### config.mk
export PLATFORM = sky130hd
export DESIGN_NAME = sat_counter
export DESIGN_NICKNAME = d
export VERILOG_FILES = /design/src/rtl/count_stream_checker_sat_counter.sv
export SDC_FILE = /design/constraint.sdc
export NUM_CORES = 1
export LEC_CHECK = 0
export CELL_PAD_IN_SITES_DETAIL_PLACEMENT = 1
export CELL_PAD_IN_SITES_GLOBAL_PLACEMENT = 1
export CORE_AREA = 4 4 41 43
export DETAILED_ROUTE_END_ITERATION = 16
export DIE_AREA = 0 0 45 47
export DONT_BUFFER_PORTS = 1
export PLACE_DENSITY_LB_ADDON = 0.12
export SLEW_MARGIN = 20
export SYNTH_ARGS = -nofsm -noshare
export SYNTH_HDL_FRONTEND = slang
export SYNTH_SLANG_ARGS = --single-unit
### constraint.sdc
create_clock -name clk -period 2.05 [get_ports clk]
set_clock_uncertainty 0.1 [all_clocks]
set_input_delay 0.5125 -clock clk [delete_from_list [all_inputs] [get_ports clk]]
set_output_delay 0.5125 -clock clk [all_outputs]
set_load 0.1 [all_outputs]
### src/rtl/count_stream_checker_sat_counter.sv
// Saturating event counter: sticks at all-ones, and a clear beats an increment.
module sat_counter #(
    parameter int WIDTH = 8
) (
    input  logic             clk,
    input  logic             rst_n,
    input  logic             inc_i,
    input  logic             clr_i,
    output logic [WIDTH-1:0] count_o
);

    logic [WIDTH-1:0] count_q;

    always_ff @(posedge clk or negedge rst_n) begin
        if (!rst_n) begin
            count_q <= '0;
        end else if (clr_i) begin
            count_q <= '0;
        end else if (inc_i && (count_q != {WIDTH{1'b1}})) begin
            count_q <= count_q + WIDTH'(1);
        end
    end

    assign count_o = count_q;

endmodule

==> metrics.txt, run 1 <==
initial antenna violation count 0; CTS sink cnt 8; Hold Vio Cnt, Final 0; commonest non-fill, non-tap cell in the layout buf_4; Peak supply drop 309 µV; Port Buffers 0; worst path arrival time 1.82 ns; slew at the pin closest to its max-slew limit 0.375 ns; largest net degree at the start of global routing 12; CTS tree built; Crit path depth 4; Max Buffers Root-to-Sink 2; syn_nets 54; fmax 567 MHz; RSZ-0062 raised after global routing no; CP max FO 7; # hold bufs at CTS 1; final WL 1230 µm; CTS root buffer clkbuf_4; WL/cell 16.4 µm; min Tclk post-route 1.76 ns; multiplexer area fraction after synthesis 0.0701; main combinational cell family by area after synthesis simple AND/OR/NAND/NOR gates; CP max stage cell dfrtp_2; routability cong. 0.712; via count 436; CTS Buf Count 3; DIE WIDTH 45 µm; overall die height 47 µm; CTS clock-pin slew for the worst setup and hold paths 0.06 ns; Worst Reg-to-Reg Cells 4; Slew Limit Fails 0; Multi-input gate area 248 µm²; Pwr Total 362 µW; cells after synthesis 49; global-route wire length before repair 1930 µm; number of global-route vias before repair 437; row count 13; library cells used by synthesis 28; static leakage 0.245 nW; slew margin rel. 0.744; HP Class in -> reg; Vias/cell 5.81; Synth Area in XOR/XNOR 0; Max Cap Viol 0; DP Area 537 µm²; Worst setup EP type register; total number of yosys warnings 0; diode count 0; Nets 66; drt drc 0; crit path from count_o[0]$_DFFE_PN0P_; mapped cell area 464 µm²; area delta synth->final 23.5%; reg2reg end count_o[0]$_DFFE_PN0P_; Seq. cell area 203 µm²; max reg flops 8; # IOs 12; share of cells above drive strength 1 0.283; Worst path top cell family by delay flip-flops; initial DRC count 9; status completed; Synth Register Bits 8; Synth Area in Simple Gates 0.310; Cell Chain, Critical Path ha_1 > and4_2 > a21boi_1 > mux2_2; critical path launch point type register; R2R Setup Slk 0.29 ns; remaining antenna violation count 0; post-CTS setup buffers 0; Adder-Cell Fraction of Synth Area 0.0270; GR Overflow Total 0; Critical Path End count_o[0]$_DFFE_PN0P_; setup TNS 0 ns; DIE AREA 0.00212 mm²; fin crit share 0.860; Starting Density 0.357; PD cells 632 mW/mm²; post-route cell area 573 µm²; htree depth 1; Pre-antenna DRT Iters 4; later-pin clock latency in the skew report 0.27 ns; r2r startpoint count_o[0]$_DFFE_PN0P_; All-Layer GR Usage 0.137; Worst Path Buf+Inv 0; Layout fillers 160; register area share after synthesis 0.431; Worst Path Required 2.10 ns; post-cts resize count 0; syn_area_per_cell 9.47 µm²; CP Class reg -> reg; Compound-Gate Fraction of Synth Area 0.127; most frequent cells in the layout buf_4 (8), dfrtp_1 (6), nor3_1 (4); setup violators final 0; slowest stage delay, CP 0.40 ns; core area 0.00130 mm²
worst register-to-register path, cell delays in order (launching register included):
cell and delay [ns]:
dfrtp_2 0.40, ha_1 0.28, and4_2 0.30, a21boi_1 0.21, mux2_2 0.37
synth_stat cells:
cell type  instances  share of area
and4_2             1          0.022
a41oi_1            1          0.019
a2111oi_0          1          0.019
nand2_1            2          0.016
nand2b_1           3          0.040
nand4_1            1          0.013
clkbuf_1           1         0.0081
a21boi_1           1          0.016
nand3_2            1          0.022
buf_2              1          0.011
nand3_1            2          0.022
or3_1              1          0.013
and3_1             1          0.013
mux2i_1            1          0.022
a211oi_1           1          0.016
inv_1              2          0.016
nor4_1             1          0.013
dfrtp_1            8           0.43
nor2_1             2          0.016
nor2b_1            3          0.040
and4_1             1          0.019
nor3_1             4          0.043
ha_1               1          0.027
nor3b_1            1          0.016
o21ai_0            1          0.011
a31oi_1            1          0.013
a21oi_1            3          0.032
mux2_2             2          0.049
report_power, final:
part	internal, mW	leakage, nW	switching [mW]
combinational	0.0140	0.123	0.0425
sequential	0.162	0.107	0.00258
clock	0.0752	0.0150	0.0656
layer usage:
| metal | wire [µm] | vias to the layer above | global-route usage |
|---|---|---|---|
| li1 | - | 202 | - |
| met1 | 483 | 207 | 0.139 |
| met2 | 618 | 20 | 0.218 |
| met3 | 86 | 7 | 0.0536 |
| met4 | 41 | 0 | 0.123 |
| met5 | 0 | - | 0 |
metrics by stage:
step,cells,hold slack (ns),util,setup slack [ns]
after CTS,75,0.190,0.440,0.291
after floorplan,49,0.117,-,0.0461
after global routing,75,0.182,0.440,0.226
after global placement,70,0.117,0.413,0.335
after detailed placement,70,0.117,0.413,0.301
final,75,0.203,0.440,0.286
worst min path at each step:
stage	cells after the start	slack, ns	from	end
floorplan	0	0.12	rst_n	count_o[0]$_DFFE_PN0P_
global placement	0	0.12	rst_n	count_o[7]$_DFFE_PN0P_
detailed placement	0	0.12	rst_n	count_o[6]$_DFFE_PN0P_
CTS	1	0.19	clr_i	count_o[7]$_DFFE_PN0P_
global route	1	0.18	clr_i	count_o[7]$_DFFE_PN0P_
finish	1	0.20	clr_i	count_o[7]$_DFFE_PN0P_
cell type report:
cell class                 instances  share of cell area
sequential                         8               0.354
tap                               15              0.0328
inverter                           2              0.0131
timing repair buffer               9               0.122
multi-input combinational         37               0.432
clock buffer                       4              0.0459
kinds of logic after synthesis:
logic type / Yosys count
and+or+nand+nor: 24
muxes: 3
adders and majority gates: 1
AOI/OAI and AO/OA: 9
DFF: 8
buffers and inverters: 4
Power figures use the tool's default switching activity.
==> run 2: changes to the inputs <==
Settings changed: CAP_MARGIN set to 20, SLEW_MARGIN 20 to not set.
==> results of run 2 <==
Same layout as run 1: the final DEF is identical, and so are final timing and power.
